==> src/rtl/prompt_sequence_decoder_pkg.sv <==
// rtl/prompt_sequence_decoder_pkg.sv - shared types and constants for the prompt sequence decoder
package prompt_sequence_decoder_pkg;

    localparam int STRING_W = 64;
    localparam int MAX_RUN  = 4;

    localparam logic [2:0] PROMPT_NONE   = 3'd0;
    localparam logic [2:0] PROMPT_TOGGLE = 3'd1;
    localparam logic [2:0] PROMPT_PUSH   = 3'd2;
    localparam logic [2:0] PROMPT_MIC    = 3'd3;
    localparam logic [2:0] PROMPT_MOUSE  = 3'd4;

    typedef enum logic [2:0] {
        IDLE  = 3'd0,
        SEEK  = 3'd1,
        COUNT = 3'd2,
        HOLD  = 3'd3,
        GAP   = 3'd4,
        DONE  = 3'd5
    } state_t;

    function automatic logic [4:0] sat_inc5(input logic [4:0] v);
        return (v == 5'd31) ? v : v + 5'd1;
    endfunction

endpackage

==> src/rtl/prompt_sequence_decoder_if.sv <==
// rtl/prompt_sequence_decoder_if.sv - string/control inputs and prompt outputs of the decoder
interface prompt_sequence_decoder_if;
    import prompt_sequence_decoder_pkg::*;

    logic [STRING_W-1:0] prompt_str;
    logic                load;
    logic                abort;
    logic [2:0]          prompt;
    logic                sym_strobe;
    logic                busy;
    logic                done;
    logic                error;
    logic [4:0]          symbol_count;

    modport master (
        output prompt_str, load, abort,
        input  prompt, sym_strobe, busy, done, error, symbol_count
    );

    modport slave (
        input  prompt_str, load, abort,
        output prompt, sym_strobe, busy, done, error, symbol_count
    );
endinterface

==> src/rtl/prompt_sequence_decoder_hold_timer.sv <==
// rtl/prompt_sequence_decoder_hold_timer.sv - loadable down-counter timing the HOLD and GAP phases
module prompt_hold_timer #(
    parameter int CNT_W = 26
) (
    input  logic             clock,
    input  logic             reset,
    input  logic             start,
    input  logic [CNT_W-1:0] count_value,
    output logic             expired
);
    logic [CNT_W-1:0] cnt_q, cnt_d;
    logic             active_q, active_d;

    // Loading value-1 makes expired fire on the value-th cycle after start.
    always_comb begin
        cnt_d    = cnt_q;
        active_d = active_q;
        if (start) begin
            cnt_d    = count_value - CNT_W'(1);
            active_d = 1'b1;
        end else if (active_q) begin
            if (cnt_q == '0) begin
                active_d = 1'b0;
            end else begin
                cnt_d = cnt_q - CNT_W'(1);
            end
        end
    end

    always_ff @(posedge clock or negedge reset) begin
        if (!reset) begin
            cnt_q    <= '0;
            active_q <= 1'b0;
        end else begin
            cnt_q    <= cnt_d;
            active_q <= active_d;
        end
    end

    assign expired = active_q && (cnt_q == '0);
endmodule

==> src/rtl/prompt_sequence_decoder.sv <==
// rtl/prompt_sequence_decoder.sv - scans a run-length prompt string MSB-first and replays timed prompt codes
module prompt_sequence_decoder
    import prompt_sequence_decoder_pkg::*;
#(
    parameter int HOLD_CYCLES = 25_000_000,
    parameter int GAP_CYCLES  = 5_000_000,
    parameter int CNT_W       = 26
) (
    input  logic                          clock,
    input  logic                          reset,
    prompt_sequence_decoder_if.slave      bus
);
    localparam logic [CNT_W-1:0] HOLD_V = CNT_W'(HOLD_CYCLES);
    localparam logic [CNT_W-1:0] GAP_V  = CNT_W'(GAP_CYCLES);

    state_t              state_q, state_d;
    logic [STRING_W-1:0] sr_q, sr_d;
    logic [6:0]          bits_left_q, bits_left_d;
    logic [2:0]          run_q, run_d;
    logic [4:0]          count_q, count_d;
    logic                error_q, error_d;
    logic                strobe_q, strobe_d;
    logic                tmr_start;
    logic                tmr_expired;
    logic [CNT_W-1:0]    tmr_value;

    // Only COUNT starts a hold; every other start is the gap following a hold.
    assign tmr_value = (state_q == COUNT) ? HOLD_V : GAP_V;

    prompt_hold_timer #(.CNT_W(CNT_W)) u_timer (
        .clock       (clock),
        .reset       (reset),
        .start       (tmr_start),
        .count_value (tmr_value),
        .expired     (tmr_expired)
    );

    always_comb begin
        state_d     = state_q;
        sr_d        = sr_q;
        bits_left_d = bits_left_q;
        run_d       = run_q;
        count_d     = count_q;
        error_d     = error_q;
        strobe_d    = 1'b0;
        tmr_start   = 1'b0;
        if (bus.abort) begin
            state_d = IDLE;
        end else begin
            unique case (state_q)
                IDLE: begin
                    if (bus.load) begin
                        state_d     = SEEK;
                        sr_d        = bus.prompt_str;
                        bits_left_d = 7'd64;
                        run_d       = 3'd0;
                        count_d     = 5'd0;
                        error_d     = 1'b0;
                    end
                end
                SEEK: begin
                    sr_d        = {sr_q[STRING_W-2:0], 1'b0};
                    bits_left_d = bits_left_q - 7'd1;
                    if (sr_q[STRING_W-1]) begin
                        run_d = 3'd1;
                        if (bits_left_d == 7'd0) begin
                            error_d = 1'b1;
                            state_d = DONE;
                        end else begin
                            state_d = COUNT;
                        end
                    end else if (bits_left_d == 7'd0) begin
                        state_d = DONE;
                    end
                end
                COUNT: begin
                    sr_d        = {sr_q[STRING_W-2:0], 1'b0};
                    bits_left_d = bits_left_q - 7'd1;
                    if (sr_q[STRING_W-1]) begin
                        if (run_q == 3'(MAX_RUN) || bits_left_d == 7'd0) begin
                            error_d = 1'b1;
                            state_d = DONE;
                        end else begin
                            run_d = run_q + 3'd1;
                        end
                    end else begin
                        state_d   = HOLD;
                        tmr_start = 1'b1;
                        count_d   = sat_inc5(count_q);
                        strobe_d  = 1'b1;
                    end
                end
                HOLD: begin
                    if (tmr_expired) begin
                        state_d   = GAP;
                        tmr_start = 1'b1;
                    end
                end
                GAP: begin
                    if (tmr_expired) begin
                        state_d = (bits_left_q == 7'd0) ? DONE : SEEK;
                    end
                end
                DONE: state_d = IDLE;
                default: state_d = IDLE;
            endcase
        end
    end

    always_ff @(posedge clock or negedge reset) begin
        if (!reset) begin
            state_q     <= IDLE;
            sr_q        <= '0;
            bits_left_q <= 7'd0;
            run_q       <= 3'd0;
            count_q     <= 5'd0;
            error_q     <= 1'b0;
            strobe_q    <= 1'b0;
        end else begin
            state_q     <= state_d;
            sr_q        <= sr_d;
            bits_left_q <= bits_left_d;
            run_q       <= run_d;
            count_q     <= count_d;
            error_q     <= error_d;
            strobe_q    <= strobe_d;
        end
    end

    assign bus.prompt       = (state_q == HOLD) ? run_q : PROMPT_NONE;
    assign bus.sym_strobe   = strobe_q;
    assign bus.busy         = (state_q != IDLE);
    assign bus.done         = (state_q == DONE);
    assign bus.error        = error_q;
    assign bus.symbol_count = count_q;
endmodule
==> src/flat_wrapper.sv <==
// flat-port wrapper written by rule: the top's interface ports become plain ports
module prompt_sequence_decoder_flat import prompt_sequence_decoder_pkg::*;
#(
    parameter int HOLD_CYCLES = 25_000_000,
    parameter int GAP_CYCLES  = 5_000_000,
    parameter int CNT_W       = 26
)
  (clock, reset, bus_prompt_str, bus_load, bus_abort, bus_prompt, bus_sym_strobe, bus_busy, bus_done, bus_error, bus_symbol_count);
  prompt_sequence_decoder_if bus_i ();
  input  logic clock;
  input  logic reset;
  input wire logic [$bits(bus_i.prompt_str)-1:0] bus_prompt_str;
  input wire logic [$bits(bus_i.load)-1:0] bus_load;
  input wire logic [$bits(bus_i.abort)-1:0] bus_abort;
  output wire logic [$bits(bus_i.prompt)-1:0] bus_prompt;
  output wire logic [$bits(bus_i.sym_strobe)-1:0] bus_sym_strobe;
  output wire logic [$bits(bus_i.busy)-1:0] bus_busy;
  output wire logic [$bits(bus_i.done)-1:0] bus_done;
  output wire logic [$bits(bus_i.error)-1:0] bus_error;
  output wire logic [$bits(bus_i.symbol_count)-1:0] bus_symbol_count;
  assign bus_i.prompt_str = bus_prompt_str;
  assign bus_i.load = bus_load;
  assign bus_i.abort = bus_abort;
  assign bus_prompt = bus_i.prompt;
  assign bus_sym_strobe = bus_i.sym_strobe;
  assign bus_busy = bus_i.busy;
  assign bus_done = bus_i.done;
  assign bus_error = bus_i.error;
  assign bus_symbol_count = bus_i.symbol_count;
  prompt_sequence_decoder #(.HOLD_CYCLES(HOLD_CYCLES), .GAP_CYCLES(GAP_CYCLES), .CNT_W(CNT_W)) u_core (.clock(clock), .reset(reset), .bus(bus_i));
endmodule
==> config.mk <==
export PLATFORM = sky130hd
export DESIGN_NAME = prompt_sequence_decoder_flat
export DESIGN_NICKNAME = d
export VERILOG_FILES = /design/src/rtl/prompt_sequence_decoder_pkg.sv /design/src/rtl/prompt_sequence_decoder_if.sv /design/src/rtl/prompt_sequence_decoder_hold_timer.sv /design/src/rtl/prompt_sequence_decoder.sv /design/src/flat_wrapper.sv
export SDC_FILE = /design/constraint.sdc
export NUM_CORES = 1
export LEC_CHECK = 0
export CAP_MARGIN = 25
export CORE_ASPECT_RATIO = 0.5
export CORE_MARGIN = 5
export CORE_UTILIZATION = 50
export CTS_CLUSTER_DIAMETER = 120
export DETAILED_ROUTE_END_ITERATION = 8
export MAX_ROUTING_LAYER = met4
export PLACE_DENSITY_LB_ADDON = 0.08
export SLEW_MARGIN = 10
export SYNTH_ARGS = -nofsm -noshare
export SYNTH_HDL_FRONTEND = slang
export SYNTH_SLANG_ARGS = --single-unit
export TNS_END_PERCENT = 50
==> constraint.sdc <==
create_clock -name clock -period 3.25 [get_ports clock]
set_input_delay 0.325 -clock clock [delete_from_list [all_inputs] [get_ports clock]]
set_output_delay 0.325 -clock clock [all_outputs]
set_load 0.01 [all_outputs]
# Yosys cells after proc, flatten, opt, wreduce, memory -nomap -nowiden
# Cells that the tools add are included.
# word_totals
ff_bits	111
out_inout_bits	12
word_cells	98
# op_classes
add_sub_neg	5
eq_ne	21
muxes	44
bitwise	1
reduce_logical	18
# ops
op	count
64-bit case mux with 2 select lines	1
26-bit 2-to-1 mux	3
64-bit 2-to-1 mux	1
26-bit by 1-bit subtractor with 26-bit output, second input constant	2
3-bit 2-to-1 mux	15
26-bit zero test	1
25-bit 2-to-1 mux	1
5-bit 2-to-1 mux	3
3-bit case mux with 5 select lines	1
7-bit zero test	2
7-bit case mux with 2 select lines	1
1-bit 2-to-1 mux	13
2-bit != test, second input constant	5
5-bit case mux with 2 select lines	1
5-bit AND reduction	2
3-bit equality test, second input constant	3
3-bit case mux with 3 select lines	1
2-bit by 1-bit != test with 1-bit output, second input constant	4
7-bit 2-to-1 mux	1
7-bit AND reduction	1
7-bit by 1-bit subtractor with 7-bit output, second input constant	1
3-bit by 2-bit equality test with 1-bit output, second input constant	2
3-bit by 2-bit != test with 1-bit output, second input constant	2
6-bit AND reduction	1
other kinds (18)	21

# Depth between registers and ports, before layout
# Gate-level depths: netlist of the first run.
# depth
ltp_word	7
depth_mapped	15
depth_no_buf	11

# Cells and area by module
# From an unflattened synthesis of the first run, not the netlist that was laid out.
# hier_totals
hier_cells	682
area_unflattened_um2	6515.0
# modules_own_cells
module	n_inst	cells_each	area_per_inst_um2	seq_area_each_um2
prompt_sequence_decoder	1	439	4272.8	2102.0
prompt_hold_timer	1	243	2242.2	675.6

# Least setup slack after synthesis of the first run
# Ideal clock, no wire load.
# synth_path
path_type	reg2reg
start	reg u_core.u_timer.cnt_q[21]
end	reg u_core.u_timer.cnt_q[12]
setup_ns	0.120
arrival_ns	3.185
required_ns	3.130
setup_slack_ns	-0.054
path_stages_with_launch	14
n_path_buf	2
period_less_slack_ns	3.304
cell_sequence	dfrtp_1 -> or4_4 -> or3_4 -> nor3_1 -> a21oi_1 -> clkbuf_1 -> nand2_1 -> ha_1 -> buf_6 -> nand3_1 -> or3_1 -> nor4_1 -> xnor2_1 -> nand2_1
# synth_via
elab_chain_len	7
word_cells_on_any_way	9
cone_classes	1 x eq/ne; 4 x mux; 4 x reduce/logical
# synth_rtl
item	line_no	source
start: declaration	prompt_sequence_decoder_hold_timer.sv:11	logic [CNT_W-1:0] cnt_q, cnt_d;
start signal: assignment	prompt_sequence_decoder_hold_timer.sv:35	cnt_q <= cnt_d;
26-bit zero test *	prompt_sequence_decoder_hold_timer.sv:22, prompt_sequence_decoder_hold_timer.sv:40	
1-bit logical AND	prompt_sequence_decoder_hold_timer.sv:40	assign expired = active_q && (cnt_q == '0);
1-bit 2-to-1 mux	prompt_sequence_decoder.sv:94	if (tmr_expired) begin
1-bit case mux with 2 select lines	prompt_sequence_decoder.sv:50	unique case (state_q)
1-bit 2-to-1 mux	prompt_sequence_decoder.sv:47	if (bus.abort) begin
2-bit by 1-bit != test with 1-bit output (no line) / 2-bit nonzero test (equally long branches)	-	
2-bit AND reduction (no line)	-	
# Mark *: on every way between the ends. The rest lies on a longest branch, timed or not.
# A chain may end at the register's enable or synchronous reset.

# Worst setup path in the final report of the first run
# layout_path
start	reg u_core.u_timer.cnt_q[17]
end	reg u_core.u_timer.cnt_q[12]
# Same word-level chain as after synthesis.

==> flow_summary.toml, run 1 <==
[outcome]
status = "finished, final reports clean"

[critical_path]
crit_arrival_ns = 3.26
cp_slowest_cell = "or4_1"
crit_chain = "or4_1 > or3_4 > nor3_2 > a21oi_2 > nand2_1 > ha_1 > nand3_1 > or3_1 > nor4_1 > xnor2_1 > nand2_1"
worstSetupEndpointType = "flop"
r2r_slack_ns = 0.23
crit_type = "flop to flop"
crit_start = "u_core.u_timer.cnt_q[17]$_DFFE_PN0P_"
cp_data_required_time_ns = 3.49
timing.rr.start = "u_core.u_timer.cnt_q[17]$_DFFE_PN0P_"
r2r_cells = 11
endpoint = "u_core.u_timer.cnt_q[12]$_DFFE_PN0P_"
path_common_cell = "nand2_1"
slowest_delay_ns = 0.58
timing.rr.end = "u_core.u_timer.cnt_q[12]$_DFFE_PN0P_"
crit_fanout = 7
worstSetupStartpointType = "flop"

[global_routing]
grt_pass1_vias = 4853
grt_pass1_wl_um = 23000
overflow = 0
antenna_found_initial = 0
grt_max_degree = 69
grt_use_total_pct = 20.7

[yosys]
synth-warning-count = 0
synth_compound_area_share_pct = 15.2
synth.area.mux_share_pct = 0.746
synth-simple-area-share_pct = 27.2
syn_inst = 672
synth_largest_area_cell = "dfrtp_1"
synth_top_cell_area_share_pct = 48.7
synth_edf_count = 0
synth-seq-cells = 111
synthAdderAreaFrac_pct = 1.54
synthArstFlopShare_pct = 100
synth_area_um2 = 5700
synth-xor-area-share_pct = 2.61
synth_cell_types = 63
synth_seq_area_share_pct = 48.7
synth_top_family_by_area = "simple AND/OR/NAND/NOR gates"
synth_area_leaders = "dfrtp_1 49%, nand2_1 11%, a31oi_1 6.9%"
syn_nets = 747
synth-main-ff-cell = "dfrtp_1"
avgSynthCellArea_um2 = 8.49

[cts]
cts_sinks = 111
ctsRootBufferMaster = "clkbuf_16"
clkLatencyLatePin_ns = 0.36
numCtsBuffers = 9
cts_tree = "yes"
cts.htree.levels = 3
holdBufCountCts = 0
cts_buffer_depth = 2
clkTransAtPathRegs_ns = 0.08

[final_layout]
n_antenna_cell = 0
fill_cells = 988
layout.nets = 814
drive_gt1_share_pct = 7.93
area_growth_pct = 22.3

[placed_design]
globalplace.congestion = 0.902
dp_hpwl_um = 9070
place.port_buffers = 79

[die]
dieArea_um2 = 13800
die_h_um = 85.5
io_pins = 80
initial_core_util_pct = 51.5
rows = 27
core_um2 = 11100
die_x_um = 161

[sta]
period_minus_slack_ns = 3.02
maxSlewHeadroom_pct = 53.5
clock.fmax_ghz = 0.331
finClkSkew_ns = 0.0169
tightest_slew_ns = 0.697
rsz0062_at_grt = "false"
fin_crit_sh_pct = 92.8
hold_viol = 0
slew_viol_final = 0
hold-worst-slack_ns = 0.00448
tns_ns = 0
setup_viol = 0

[pwr]
p_clk_share_pct = 18.1
p_sw_share_pct = 42.2
leakagePower_nw = 2.86
ir_worst_vdd_mv = 0.467
p_int_mw = 3.76
combPwrFrac_pct = 44.1
power_density_nw_per_um2 = 934
seqPwrFrac_pct = 37.8
power_switching_mw = 2.75

[drt]
vias = 4909
vias_per_cell = 5.52
drc_errors = 0
postRouteAntennaNets = 0
drt_iter0_drc = 368
wl_um = 13000
avgRoutedWirePerCell_um = 14.7
firstDrtPassIters = 5

[min_path]
min_path_type = "input pin to async pin"

[job]
timing.max_cap.violations = 0
-- power groups by stage --
stage          clock [mW]  sequential [mW]  combinational (mW)
2_1_floorplan           0             2.34                2.26
3_3_place_gp            0             2.46                2.83
3_5_place_dp            0             2.48                2.90
4_1_cts              1.20             2.46                2.91
5_1_grt              1.27             2.56                3.30
6_report             1.18             2.46                2.87
-- how the worst min path moves through the flow --
stage / start / to / cells after the start / slack [ns]
2_1_floorplan: reset / u_core.bits_left_q[0]$_DFFE_PN0P_ / 0 / 0.03
3_3_place_gp: reset / u_core.u_timer.cnt_q[11]$_DFFE_PN0P_ / 1 / 0.41
5_1_grt: reset / u_core.u_timer.cnt_q[8]$_DFFE_PN0P_ / 1 / 0.06
6_report: reset / u_core.bus.symbol_count[2]$_DFFE_PN0P_ / 1 / 0.004
4_1_cts: reset / u_core.u_timer.cnt_q[11]$_DFFE_PN0P_ / 1 / 0.03
3_5_place_dp: reset / u_core.u_timer.cnt_q[11]$_DFFE_PN0P_ / 1 / 0.41
-- cell type report --
type | instances | area (µm²) | share of cell area [%]
flip-flops and latches | 111 | 2780 | 39.8
multi-input cells | 509 | 2730 | 39.1
repair buffers | 96 | 916 | 13.1
clock buffers | 10 | 239 | 3.43
well taps | 145 | 181 | 2.60
clock inverters | 6 | 81.3 | 1.17
inverters | 12 | 50.0 | 0.717
-- metal layers --
metal	vias up	share of wire [%]	track usage [%]
met2	92	47	32.6
met3	7	3.9	4.51
li1	2473	-	-
met5	-	0	-
met1	2337	49	28.0
met4	0	0.62	4.41
-- Yosys cell counts, types with 2 or more instances --
| master | count |
|---|---|
| buf_1 | 8 |
| xnor2_1 | 13 |
| buf_6 | 2 |
| nor4_2 | 2 |
| or4_1 | 5 |
| or4_4 | 3 |
| or2_2 | 3 |
| or4b_2 | 2 |
| nand3_1 | 13 |
| o21ai_0 | 26 |
| or3_1 | 9 |
| xor2_1 | 4 |
| a21o_1 | 2 |
| nor3_1 | 17 |
| buf_2 | 3 |
| dfrtp_1 | 111 |
| buf_4 | 2 |
| and3_1 | 4 |
| and2_1 | 3 |
| inv_1 | 11 |
| nor2_1 | 89 |
| o211ai_1 | 5 |
| o22ai_1 | 2 |
| nand2b_1 | 3 |
| clkbuf_1 | 25 |
| a21oi_1 | 8 |
| o31ai_1 | 4 |
| o32ai_1 | 2 |
| o21ai_1 | 2 |
| o2bb2ai_1 | 2 |
| nor4b_1 | 2 |
| nand2_1 | 173 |
| ha_1 | 7 |
| mux2i_1 | 2 |
| a31oi_1 | 63 |
| nor4_1 | 8 |
| mux2_2 | 2 |
| nand4_1 | 2 |
| a211oi_1 | 4 |
-- timing repair --
| action | CTS | global route |
|---|---|---|
| endpoints found under the setup margin | 0 | 6 |
| gates resized for setup | 0 | 2 |
| hold endpoints to repair | 0 | 0 |
| setup buffers | 0 | 0 |
-- critical path: cells and delay by family (launching register included) --
kind	cells	cell delay (ns)
flip-flops	1	0.42
XOR/XNOR	1	0.17
adder cells (fa/ha/maj)	1	0.16
AND/OR/NAND/NOR	8	2.00
AO/OA/AOI/OAI	1	0.16
-- layout by cell type (no fill, tap or decap), types with 11 or more instances in the layout --
cell type,synthesis,routed
a31oi_1,63,63
inv_1,11,11
nor3_1,17,15
nand3_1,13,13
dfrtp_1,111,111
o21ai_0,26,26
clkdlybuf4s50_1,0,78
nor2_1,89,89
xnor2_1,13,13
buf_4,2,18
nand2_1,173,173
-- through the flow --
| stage | power, mW | setup WS [ns] | instance area, µm² | util, % | std cells |
|---|---|---|---|---|---|
| floorplan | 4.60 | 0.0417 | 5710 | - | 672 |
| global placement | 5.29 | 0.279 | 6650 | 60.0 | 873 |
| detailed placement | 5.38 | 0.193 | 6650 | 60.0 | 873 |
| CTS | 6.57 | 0.164 | 6970 | 62.9 | 889 |
| global route | 7.13 | 0.00126 | 6980 | 63.0 | 889 |
| finish | 6.51 | 0.233 | 6980 | 63.0 | 889 |
-- state kept, by name (all words and copies together), names as in the netlist --
| register | flops |
|---|---|
| u_core.run_q | 3 |
| u_core.bits_left_q | 7 |
| u_core.sr_q | 64 |
| u_core.bus.error | 1 |
| u_core.state_q | 3 |
| u_core.bus.symbol_count | 5 |
| u_core.bus.sym_strobe | 1 |
| u_core.u_timer.active_q | 1 |
| u_core.u_timer.cnt_q | 26 |
-- cells by family after synthesis --
| kind of cell | after synthesis |
|---|---|
| simple gates | 348 |
| buf+inv | 52 |
| fa+ha+maj | 7 |
| flops | 111 |
| mux | 4 |
| compound gates | 133 |
| xor+xnor | 17 |
Power figures use the tool's default switching activity.
==> run 2: changes to the inputs <==
--- a/config.mk
+++ b/config.mk
@@ -13,6 +13,7 @@
 export DETAILED_ROUTE_END_ITERATION = 8
 export MAX_ROUTING_LAYER = met4
 export PLACE_DENSITY_LB_ADDON = 0.08
+export SETUP_SLACK_MARGIN = 0.3
 export SLEW_MARGIN = 10
 export SYNTH_ARGS = -nofsm -noshare
 export SYNTH_HDL_FRONTEND = slang
==> run 2 against run 1 <==
  * Critical endpoint is now u_core.u_timer.cnt_q[22]$_DFFE_PN0P_
  * Wire length about the same
  * Sequential power about the same
  * Largest power group unchanged
  * Total power increased by 0.99%
  * Core utilization increased by 1.5 points
  * Sequential cell count unchanged
==> flow_summary.toml, run 2 (synthesized netlist as in run 1, its figures left out) <==
[global_routing]
grt_pass1_wl_um = 22500
met1_usage_pct = 27.6
grt_max_degree = 77
overflow = 0
grt-busiest-layer = "met2"
grt_pass1_vias = 4696
antenna_found_initial = 0
met3_usage_pct = 4.80
grt_use_total_pct = 20.3
met2_usage_pct = 31.5

[sta]
fin_crit_sh_pct = 87.3
tns_ns = 0
clock.fmax_ghz = 0.352
period_minus_slack_ns = 2.84
setup_viol = 0
slew_viol_final = 0
rsz0062_at_grt = "false"
maxSlewHeadroom_pct = 54.9
tightest_slew_ns = 0.676
hold_viol = 0
finClkSkew_ns = 0.00993

[die]
die_x_um = 161
dieArea_um2 = 13800
core_um2 = 11100
rows = 27
initial_core_util_pct = 51.5
io_pins = 80
die_h_um = 85.5

[drt]
vias = 4959
avgRoutedWirePerCell_um = 14.6
drt_iter0_drc = 384
drc_errors = 0
postRouteAntennaNets = 0
vias_per_cell = 5.53
firstDrtPassIters = 5
wl_um = 13100

[placed_design]
dpl_cell_area_um2 = 6680
place.port_buffers = 79
dp_cells = 872
globalplace.congestion = 0.883
dp_hpwl_um = 8990

[min_path]
min_path_type = "input pin to async pin"

[pwr]
leakagePower_nw = 2.93
power_density_nw_per_um2 = 922
total_power_mw = 6.58
ir_worst_vdd_mv = 0.406

[cts]
clkTransAtPathRegs_ns = 0.07
cts_tree = "yes"
cts.htree.levels = 3
clkLatencyLatePin_ns = 0.36
ctsRootBufferMaster = "clkbuf_16"
numCtsBuffers = 9
cts_sinks = 111
cts_buffer_depth = 2

[final_layout]
final_area_um2 = 7140
layout_commonest_cell = "nand2_1"
n_antenna_cell = 0
area_growth_pct = 25.1
top_register = "u_core.sr_q"
stdcell_count = 896
layout.nets = 821
drive_gt1_share_pct = 9.72
largest_reg_flops = 64
reg.largest.list = "u_core.sr_q: 64 flops, u_core.u_timer.cnt_q: 26 flops, u_core.bits_left_q: 7 flops"
mostFrequentLayoutCells = "171 x nand2_1, 111 x dfrtp_1, 89 x nor2_1, 78 x clkdlybuf4s50_1, 63 x a31oi_1"

[critical_path]
slowest_delay_ns = 0.56
worstSetupEndpointType = "flop"
cp_data_required_time_ns = 3.49
worstSetupStartpointType = "flop"
crit_arrival_ns = 3.08
crit_chain = "or4_4 > or3_4 > nor3_4 > a21oi_4 > nand2_2 > ha_4 > buf_6 > nand4_1 > nor3_2 > xnor2_1 > nand2_1"
crit_type = "flop to flop"
cp_slowest_cell = "or4_4"
crit_fanout = 9

[job]
timing.max_cap.violations = 0

[outcome]
status = "finished, final reports clean"
==> run 2: changes by cell type in the layout (fill, tap and decap cells not counted), moves of 2 or more <==
cell	previous run	this run
buf_12	0	2
nand2_1	173	171
nand2_2	0	2
buf_4	18	20
nor3_1	15	13
==> run 2: path summary, 6_finish.rpt <==
path	from	end	slack (ns)	depth (start not counted)
min reg2reg	u_core.sr_q[0]$_DFFE_PN0P_	u_core.sr_q[0]$_DFFE_PN0P_	0.51	2
max in group asynchronous	reset	u_core.sr_q[29]$_DFFE_PN0P_	2.01	4
min in group clock	u_core.sr_q[0]$_DFFE_PN0P_	u_core.sr_q[0]$_DFFE_PN0P_	0.51	2
min	reset	u_core.u_timer.cnt_q[7]$_DFFE_PN0P_	0.42	2
max	u_core.u_timer.cnt_q[17]$_DFFE_PN0P_	u_core.u_timer.cnt_q[22]$_DFFE_PN0P_	0.41	11
max reg2reg	u_core.u_timer.cnt_q[17]$_DFFE_PN0P_	u_core.u_timer.cnt_q[22]$_DFFE_PN0P_	0.41	11
==> run 2: critical path, delay by kind of cell (launching register included) <==
family	cells	cell delay, ns
flip-flops	1	0.39
AO/OA/AOI/OAI	1	0.10
AND/OR/NAND/NOR	7	1.82
buffers and inverters	1	0.12
XOR/XNOR	1	0.14
adder cells (fa/ha/maj)	1	0.15
==> run 2: metal layers <==
layer | wire (µm) | share of wire [%] | vias to the layer above
met2 | 6110 | 47 | 106
met5 | 0 | 0 | -
met1 | 6220 | 48 | 2351
met4 | 148 | 1.1 | 0
met3 | 572 | 4.4 | 18
li1 | - | - | 2484
==> run 2: area by class of cell <==
| class | count | area (µm²) |
|---|---|---|
| Multi-Input combinational cell | 509 | 2790 |
| Fill cell | 970 | 3940 |
| Timing Repair Buffer | 103 | 1020 |
| Inverter | 12 | 50.0 |
| Tap cell | 145 | 181 |
| Clock inverter | 7 | 88.8 |
| Sequential cell | 111 | 2780 |
| Clock buffer | 9 | 225 |
==> run 2: stage by stage <==
step | worst slack, ns | util (%) | hold WS (ns)
finish | 0.413 | 64.4 | 0.417
global route | 0.302 | 64.4 | 0.439
CTS | 0.301 | 63.8 | 0.169
detailed placement | 0.107 | 60.3 | 0.499
global placement | 0.212 | 60.3 | 0.491
floorplan | 0.206 | - | 0.0294
==> run 2: repair_timing <==
action                                 in CTS  in global routing
hold buffers                                0                  1
buffers inserted                            6                  0
resized for setup                           5                  7
setup endpoints to repair                   6                  7
endpoints found under the hold margin       0                 23
pin swaps                                   6                  4
==> run 2: report_power, final <==
part           leakage [nW]  internal, mW  total [mW]  switching, mW
combinational          1.49          1.20        2.97           1.78
sequential             1.29          1.99        2.45          0.453
clock                 0.150         0.615        1.16          0.542
total                  2.93          3.81        6.58           2.77
